## config.mk

```make
export PLATFORM = sky130hd
export DESIGN_NAME = sdram_pixel_fifo
export DESIGN_NICKNAME = d
export VERILOG_FILES = /design/src/rtl/sdram_pixel_fifo_pkg.sv /design/src/rtl/sdram_pixel_fifo_mem.sv /design/src/rtl/sdram_pixel_fifo.sv
export SDC_FILE = /design/constraint.sdc
export NUM_CORES = 1
export LEC_CHECK = 0
export ABC_AREA = 1
export BUFFER_PORTS_ARGS = -buffer_cell sky130_fd_sc_hd__clkbuf_2
export CORE_UTILIZATION = 43
export DETAILED_ROUTE_END_ITERATION = 8
export GPL_ROUTABILITY_DRIVEN = 0
export HOLD_SLACK_MARGIN = 0.1
export PLACE_DENSITY = 0.63
export SLEW_MARGIN = 20
export SYNTH_ARGS = -nofsm -noshare
export SYNTH_HDL_FRONTEND = slang
export SYNTH_SLANG_ARGS = --single-unit
export TNS_END_PERCENT = 50
```

## constraint.sdc

```tcl
create_clock -name ck -period 3.2 [get_ports ck]
set_input_delay 0.32 -clock ck [delete_from_list [all_inputs] [get_ports ck]]
set_output_delay 0.32 -clock ck [all_outputs]
set_load 0.01 [all_outputs]
```

## src/rtl/sdram_pixel_fifo_pkg.sv

```systemverilog
// Shared types and colour helper for the SDRAM pixel FIFO.
// Optional build macro PIX_BITREP_EN selects MSB-replication colour expansion.
package sdram_pix_pkg;

    localparam int SDRAM_BURST_LEN = 8;

    typedef struct packed {
        logic [4:0] r;
        logic [5:0] g;
        logic [4:0] b;
    } rgb565_t;

    typedef struct packed {
        logic [7:0] r;
        logic [7:0] g;
        logic [7:0] b;
    } rgb888_t;

    typedef enum logic [1:0] {
        IDLE  = 2'd0,
        WAIT  = 2'd1,
        DRAIN = 2'd2
    } fifo_state_e;

    function automatic rgb888_t rgb565_to_888(input rgb565_t px);
        rgb888_t o;
`ifdef PIX_BITREP_EN
        o.r = {px.r, px.r[4:2]};
        o.g = {px.g, px.g[5:4]};
        o.b = {px.b, px.b[4:2]};
`else
        o.r = {px.r, 3'b000};
        o.g = {px.g, 2'b00};
        o.b = {px.b, 3'b000};
`endif
        return o;
    endfunction

endpackage

```

## src/rtl/sdram_pixel_fifo_mem.sv

```systemverilog
// Simple dual-port DEPTH x DATA_W array: synchronous write, registered read.
module pix_fifo_mem #(
    parameter int DEPTH  = 64,
    parameter int DATA_W = 16
) (
    input  logic                     clk_i,
    input  logic                     rst_n_i,
    input  logic                     wr_en_i,
    input  logic [$clog2(DEPTH)-1:0] wr_addr_i,
    input  logic [DATA_W-1:0]        wr_data_i,
    input  logic                     rd_en_i,
    input  logic [$clog2(DEPTH)-1:0] rd_addr_i,
    output logic [DATA_W-1:0]        rd_data_o
);

    logic [DATA_W-1:0] mem_q [DEPTH];
    logic [DATA_W-1:0] rd_data_q;

    // Storage write port
    always_ff @(posedge clk_i) begin
        if (wr_en_i) begin
            mem_q[wr_addr_i] <= wr_data_i;
        end
    end

    // Read register holds the last popped word between pops
    always_ff @(posedge clk_i or negedge rst_n_i) begin
        if (!rst_n_i) begin
            rd_data_q <= '0;
        end else if (rd_en_i) begin
            rd_data_q <= mem_q[rd_addr_i];
        end
    end

    assign rd_data_o = rd_data_q;

endmodule

```

## src/rtl/sdram_pixel_fifo.sv

```systemverilog
// Pixel FIFO between the SDRAM read burst stream and display scan-out.
// Colour expansion mode is selected by PIX_BITREP_EN (see sdram_pix_pkg).
module sdram_pixel_fifo
    import sdram_pix_pkg::*;
#(
    parameter int DEPTH     = 64,
    parameter int BURST_LEN = SDRAM_BURST_LEN,
    parameter int DATA_W    = 16
) (
    input  logic                     ck,
    input  logic                     reset_n,
    input  logic                     in_valid,
    input  logic [DATA_W-1:0]        in_data,
    output logic                     burst_req,
    input  logic                     flush,
    input  logic                     pix_req,
    output logic                     pix_valid,
    output logic [23:0]              pix_data,
    output logic [$clog2(DEPTH):0]   level,
    output logic                     underflow,
    output logic                     overflow
);

    localparam int AW = $clog2(DEPTH);
    localparam int LW = AW + 1;
    localparam int CW = $clog2(BURST_LEN) + 1;

    fifo_state_e       state_q;
    logic [AW-1:0]     wr_ptr_q;
    logic [AW-1:0]     rd_ptr_q;
    logic [LW-1:0]     level_q;
    logic [CW-1:0]     rx_count_q;
    logic              burst_req_q;
    logic              pix_valid_q;
    logic              underflow_q;
    logic              overflow_q;

    logic              full_s;
    logic              empty_s;
    logic              store_en_s;
    logic              push_s;
    logic              pop_s;
    logic              space_s;
    logic              burst_done_s;
    logic [CW-1:0]     rx_inc_s;
    logic [DATA_W-1:0] mem_rd_s;

    assign full_s       = (level_q == LW'(DEPTH));
    assign empty_s      = (level_q == {LW{1'b0}});
    // Words arriving during DRAIN belong to the discarded burst
    assign store_en_s   = in_valid && !flush && (state_q != DRAIN);
    assign push_s       = store_en_s && !full_s;
    assign pop_s        = pix_req && !flush && !empty_s;
    assign space_s      = ((LW'(DEPTH) - level_q) >= LW'(BURST_LEN));
    assign rx_inc_s     = rx_count_q + CW'(1);
    assign burst_done_s = in_valid && (rx_inc_s == CW'(BURST_LEN));

    pix_fifo_mem #(
        .DEPTH  (DEPTH),
        .DATA_W (DATA_W)
    ) u_mem (
        .clk_i     (ck),
        .rst_n_i   (reset_n),
        .wr_en_i   (push_s),
        .wr_addr_i (wr_ptr_q),
        .wr_data_i (in_data),
        .rd_en_i   (pop_s),
        .rd_addr_i (rd_ptr_q),
        .rd_data_o (mem_rd_s)
    );

    // Pointers, occupancy, output valid and sticky error flags
    always_ff @(posedge ck or negedge reset_n) begin
        if (!reset_n) begin
            wr_ptr_q    <= {AW{1'b0}};
            rd_ptr_q    <= {AW{1'b0}};
            level_q     <= {LW{1'b0}};
            pix_valid_q <= 1'b0;
            underflow_q <= 1'b0;
            overflow_q  <= 1'b0;
        end else if (flush) begin
            wr_ptr_q    <= {AW{1'b0}};
            rd_ptr_q    <= {AW{1'b0}};
            level_q     <= {LW{1'b0}};
            pix_valid_q <= 1'b0;
            underflow_q <= 1'b0;
            overflow_q  <= 1'b0;
        end else begin
            if (push_s) begin
                wr_ptr_q <= wr_ptr_q + AW'(1);
            end
            if (pop_s) begin
                rd_ptr_q <= rd_ptr_q + AW'(1);
            end
            case ({push_s, pop_s})
                2'b10:   level_q <= level_q + LW'(1);
                2'b01:   level_q <= level_q - LW'(1);
                default: level_q <= level_q;
            endcase
            pix_valid_q <= pop_s;
            if (pix_req && empty_s) begin
                underflow_q <= 1'b1;
            end
            if (store_en_s && full_s) begin
                overflow_q <= 1'b1;
            end
        end
    end

    // Burst request FSM: at most one burst outstanding
    always_ff @(posedge ck or negedge reset_n) begin
        if (!reset_n) begin
            state_q     <= IDLE;
            rx_count_q  <= {CW{1'b0}};
            burst_req_q <= 1'b0;
        end else begin
            case (state_q)
                IDLE: begin
                    if (!flush && space_s) begin
                        burst_req_q <= 1'b1;
                        rx_count_q  <= {CW{1'b0}};
                        state_q     <= WAIT;
                    end else begin
                        burst_req_q <= 1'b0;
                    end
                end
                WAIT: begin
                    burst_req_q <= 1'b0;
                    if (in_valid) begin
                        rx_count_q <= rx_inc_s;
                    end
                    // A completing burst wins over flush so DRAIN never waits forever
                    if (burst_done_s) begin
                        state_q <= IDLE;
                    end else if (flush) begin
                        state_q <= DRAIN;
                    end
                end
                DRAIN: begin
                    burst_req_q <= 1'b0;
                    if (in_valid) begin
                        rx_count_q <= rx_inc_s;
                    end
                    if (burst_done_s) begin
                        state_q <= IDLE;
                    end
                end
                default: begin
                    burst_req_q <= 1'b0;
                    state_q     <= IDLE;
                end
            endcase
        end
    end

    assign burst_req = burst_req_q;
    assign pix_valid = pix_valid_q;
    assign pix_data  = rgb565_to_888(rgb565_t'(mem_rd_s));
    assign level     = level_q;
    assign underflow = underflow_q;
    assign overflow  = overflow_q;

endmodule

```

==> metrics.csv <==
stage,metric,value,unit
outcome,status,"finished, final reports clean",
final_layout,area_growth,13.73,%
global_route,grt_max_degree,110,
synth,netlist_instances,3390,
synth,ys_top_cells_by_area,"edfxtp_1, nand2_1, nor2_1, o21ai_0, dfrtp_1",
die,core-area,98710,um^2
worst_setup_path,crit_cells,10,
die,die_y,318.3,um
place,io_buffers,47,
worst_hold_path,hp-class,in -> reg,
route,drt-vias-per-instance,5.628,
final_layout,layout-drive-gt1-share,10.64,%
sta,worst_slack,0.5638,ns
synth,synth_xor_area_share,0.06108,%
power,power.density,744.7,nW/um^2
cts,postCtsHoldBufs,5,
die,io_pins,56,
synth,synth_warnings,0,
worst_setup_path,worst_setup_path_end_kind,register,
worst_setup_path,arrival,3.27,ns
worst_setup_path,worst-path-max-fanout,63,
sta,maxSlewHeadroom,24.53,%
place,pre_cts_slack,0.6125,ns
final_layout,layout.nets,3537,
synth,yosysMostFrequentCell,edfxtp_1,
synth,ys_seq_area_share,74.10,%
synth,syn_area,43020,um^2
sta,period_needed,2.636,ns
sta,clock-skew-final,0.05372,ns
sta,slew_violations,0,
power,ir_drop,564.0,uV
sta,finalSetupTns,0,ns
synth,synth-seq-cells,1069,
route,drt_iter0_drc,3326,
route,vias,27500,
worst_setup_path,crit_buf_inv,2,
synth,synth-main-ff-cell,edfxtp_1,
cts,ctsResizeCount,0,
global_route,grt_pass1_wl,172100,um
route,drc,0,
cts,cts_sinks,1069,
final_layout,fill_cells,8493,
synth,async_flop_share,4.210,%
cts,path_clk_slew,0.06,ns
cts,cts_tree,done,
synth,synth_compound_area_share,8.784,%
sta,max_clock_freq,379.3,MHz
cts,cts_buffer_depth,3,
place,dp_hpwl,70310,um
synth,synth_edf_count,1024,
cts,post-cts-setup-buffers,0,
sta,setup_violations,0,
route,drt_pass1_iterations,5,
cts,cts_made_buffers,107,
synth,synthAdderAreaFrac,0.2327,%
route,ant_nets,0,
worst_setup_path,crit_chain,buf_12 -> buf_4 -> o21ai_0 -> o22ai_1 -> nand2_1 -> a21oi_1 -> nand2_1 -> nand3_1 -> nand3_1 -> nand2_1,
worst_setup_path,max_stage_delay,0.66,ns
sta,rsz0062_at_grt,false,
worst_setup_path,reg2reg_depth,10,
global_route,first_global_vias,25830,
global_route,grt_overflow,0,
route,routedWlPerCell,23.86,um
synth,avgSynthCellArea,12.69,um^2
global_route,grt_antenna_before_repair,3,
worst_setup_path,crit_top_cell,nand2_1,
synth,synth_top_family_by_area,simple AND/OR/NAND/NOR gates,
job,maxCapViolations,0,
sta,worstMarginPinSlew,1.132,ns
sta,finalCritPeriodShare,82.38,%
power,p_leak,17.11,nW
synth,yosys.area.top_type,edfxtp_1,
sta,hold_violations,0,
worst_setup_path,critPathKind,reg -> reg,
route,totalWireLength,116600,um
cts,htree_levels,3,
die,chipWidth,318.3,um
cts,cts_root_buf,clkbuf_16,
die,fp-row-count,115,
synth,netlist.area_leader.share,71.48,%
cts,clkLatencyLatePin,0.70,ns
die,die_area,101300,um^2
worst_hold_path,hold_path_depth,2,
worst_setup_path,crit_slowest_cell,dfrtp_4,
die,initial_core_util,43.58,%
worst_setup_path,crit_required,3.83,ns
worst_setup_path,cp_top_family,compound AO/OA/AOI/OAI gates,
worst_setup_path,worstSetupStartpointType,register,
synth,synthMuxAreaShare,2.606,%
synth,synth_cell_types,36,
synth,synthSimpleGateAreaFrac,11.24,%
global_route,grt_usage,22.80,%
synth,synth_common_cells,"edfxtp_1, nand2_1, nor2_1",
[worst reg2reg max path: stages, from the launching register on]
cell and delay (ns):
dfrtp_4 0.66, buf_12 0.34, buf_4 0.31, o21ai_0 0.13
o22ai_1 0.24, nand2_1 0.10, a21oi_1 0.33, nand2_1 0.09
nand3_1 0.21, nand3_1 0.11, nand2_1 0.08
[path summary, 6_finish.rpt]
| check | startpoint | to | slack [ns] |
|---|---|---|---|
| max | rd_ptr_q[0] | u_mem.rd_data_o[3] | 0.56 |
| min | in_data[8] | u_mem.mem_q[4][8] | 0.17 |
| max reg2reg | rd_ptr_q[0] | u_mem.rd_data_o[3] | 0.56 |
| min reg2reg | u_mem.rd_data_o[4] | u_mem.rd_data_o[4] | 0.51 |
| max in group asynchronous | reset_n | u_mem.rd_data_o[15] | 2.14 |
| min in group asynchronous | reset_n | wr_ptr_q[4] | 0.25 |
[layer usage]
layer  global-route usage [%]  wire length [um]
met3                    3.892             10650
met5                        0                27
met4                    7.654              3284
met2                    34.75             52920
met1                    33.14             49710
[layout make-up]
cell class | instances | area, um^2 | area share, %
multi-input combinational | 2076 | 9917 | 20.27
timing repair buffer | 210 | 1784 | 3.647
inverter | 44 | 177.7 | 0.3632
clock inverter | 62 | 645.6 | 1.320
sequential | 1069 | 31890 | 65.17
tap | 1287 | 1610 | 3.291
antenna | 1 | 2.502 | 0.005115
clock buffer | 137 | 2902 | 5.931
[cell usage in the layout, fill, tap and decap left out, types with 11 or more instances in the layout]
master and n:
edfxtp_1 1024, nor2_1 465, clkinv_1 25, clkinv_2 18
clkbuf_1 20, clkbuf_16 108, o21ai_1 63, a21oi_1 154
inv_1 36, nand2_1 625, nand3_1 120, o22ai_1 130
clkbuf_2 46, bufinv_16 11, o21ai_0 342, a21boi_0 16
mux2i_1 112, buf_12 25, buf_4 133, dfrtp_1 41
[cells by family (layout without fill, tap and decap cells)]
logic type / Yosys count / count (layout)
DFF: 1069 / 1069
AOI/OAI and AO/OA: 711 / 711
adders and majority gates: 8 / 8
muxes: 112 / 112
buffers and inverters: 252 / 453
xor gates and xnor gates: 3 / 3
and+or+nand+nor: 1234 / 1234
other: 1 / 9
[registers in the layout (all words and copies together), names as in the netlist]
| name | count |
|---|---|
| pix_valid | 1 |
| u_mem.rd_data_o | 16 |
| u_mem.mem_q | 1024 |
| overflow | 1 |
| underflow | 1 |
| rx_count_q | 4 |
| burst_req | 1 |
| wr_ptr_q | 6 |
| rd_ptr_q | 6 |
| state_q | 2 |
| level | 7 |
[power breakdown]
part           internal [mW]  switching, mW  total (mW)
logic                   2.41           5.45        7.86
registers               15.6          0.427        16.0
clock network           7.29           5.26        12.6
total                   25.3           11.1        36.4
[per-stage QoR]
step | power [mW] | instance area (um^2) | hold WS [ns] | cells | utilization (%)
4_1_cts | 36.53 | 48920 | 0.1503 | 4885 | 49.56
3_3_place_gp | 24.02 | 45320 | 0.4191 | 4681 | 45.92
5_1_grt | 37.87 | 48920 | 0.1784 | 4885 | 49.56
2_1_floorplan | 21.27 | 43050 | 0.02441 | 3397 | -
3_5_place_dp | 24.09 | 45320 | 0.4281 | 4681 | 45.92
6_report | 36.44 | 48920 | 0.1713 | 4886 | 49.57
No activity file was read; power rests on OpenSTA's default activity.
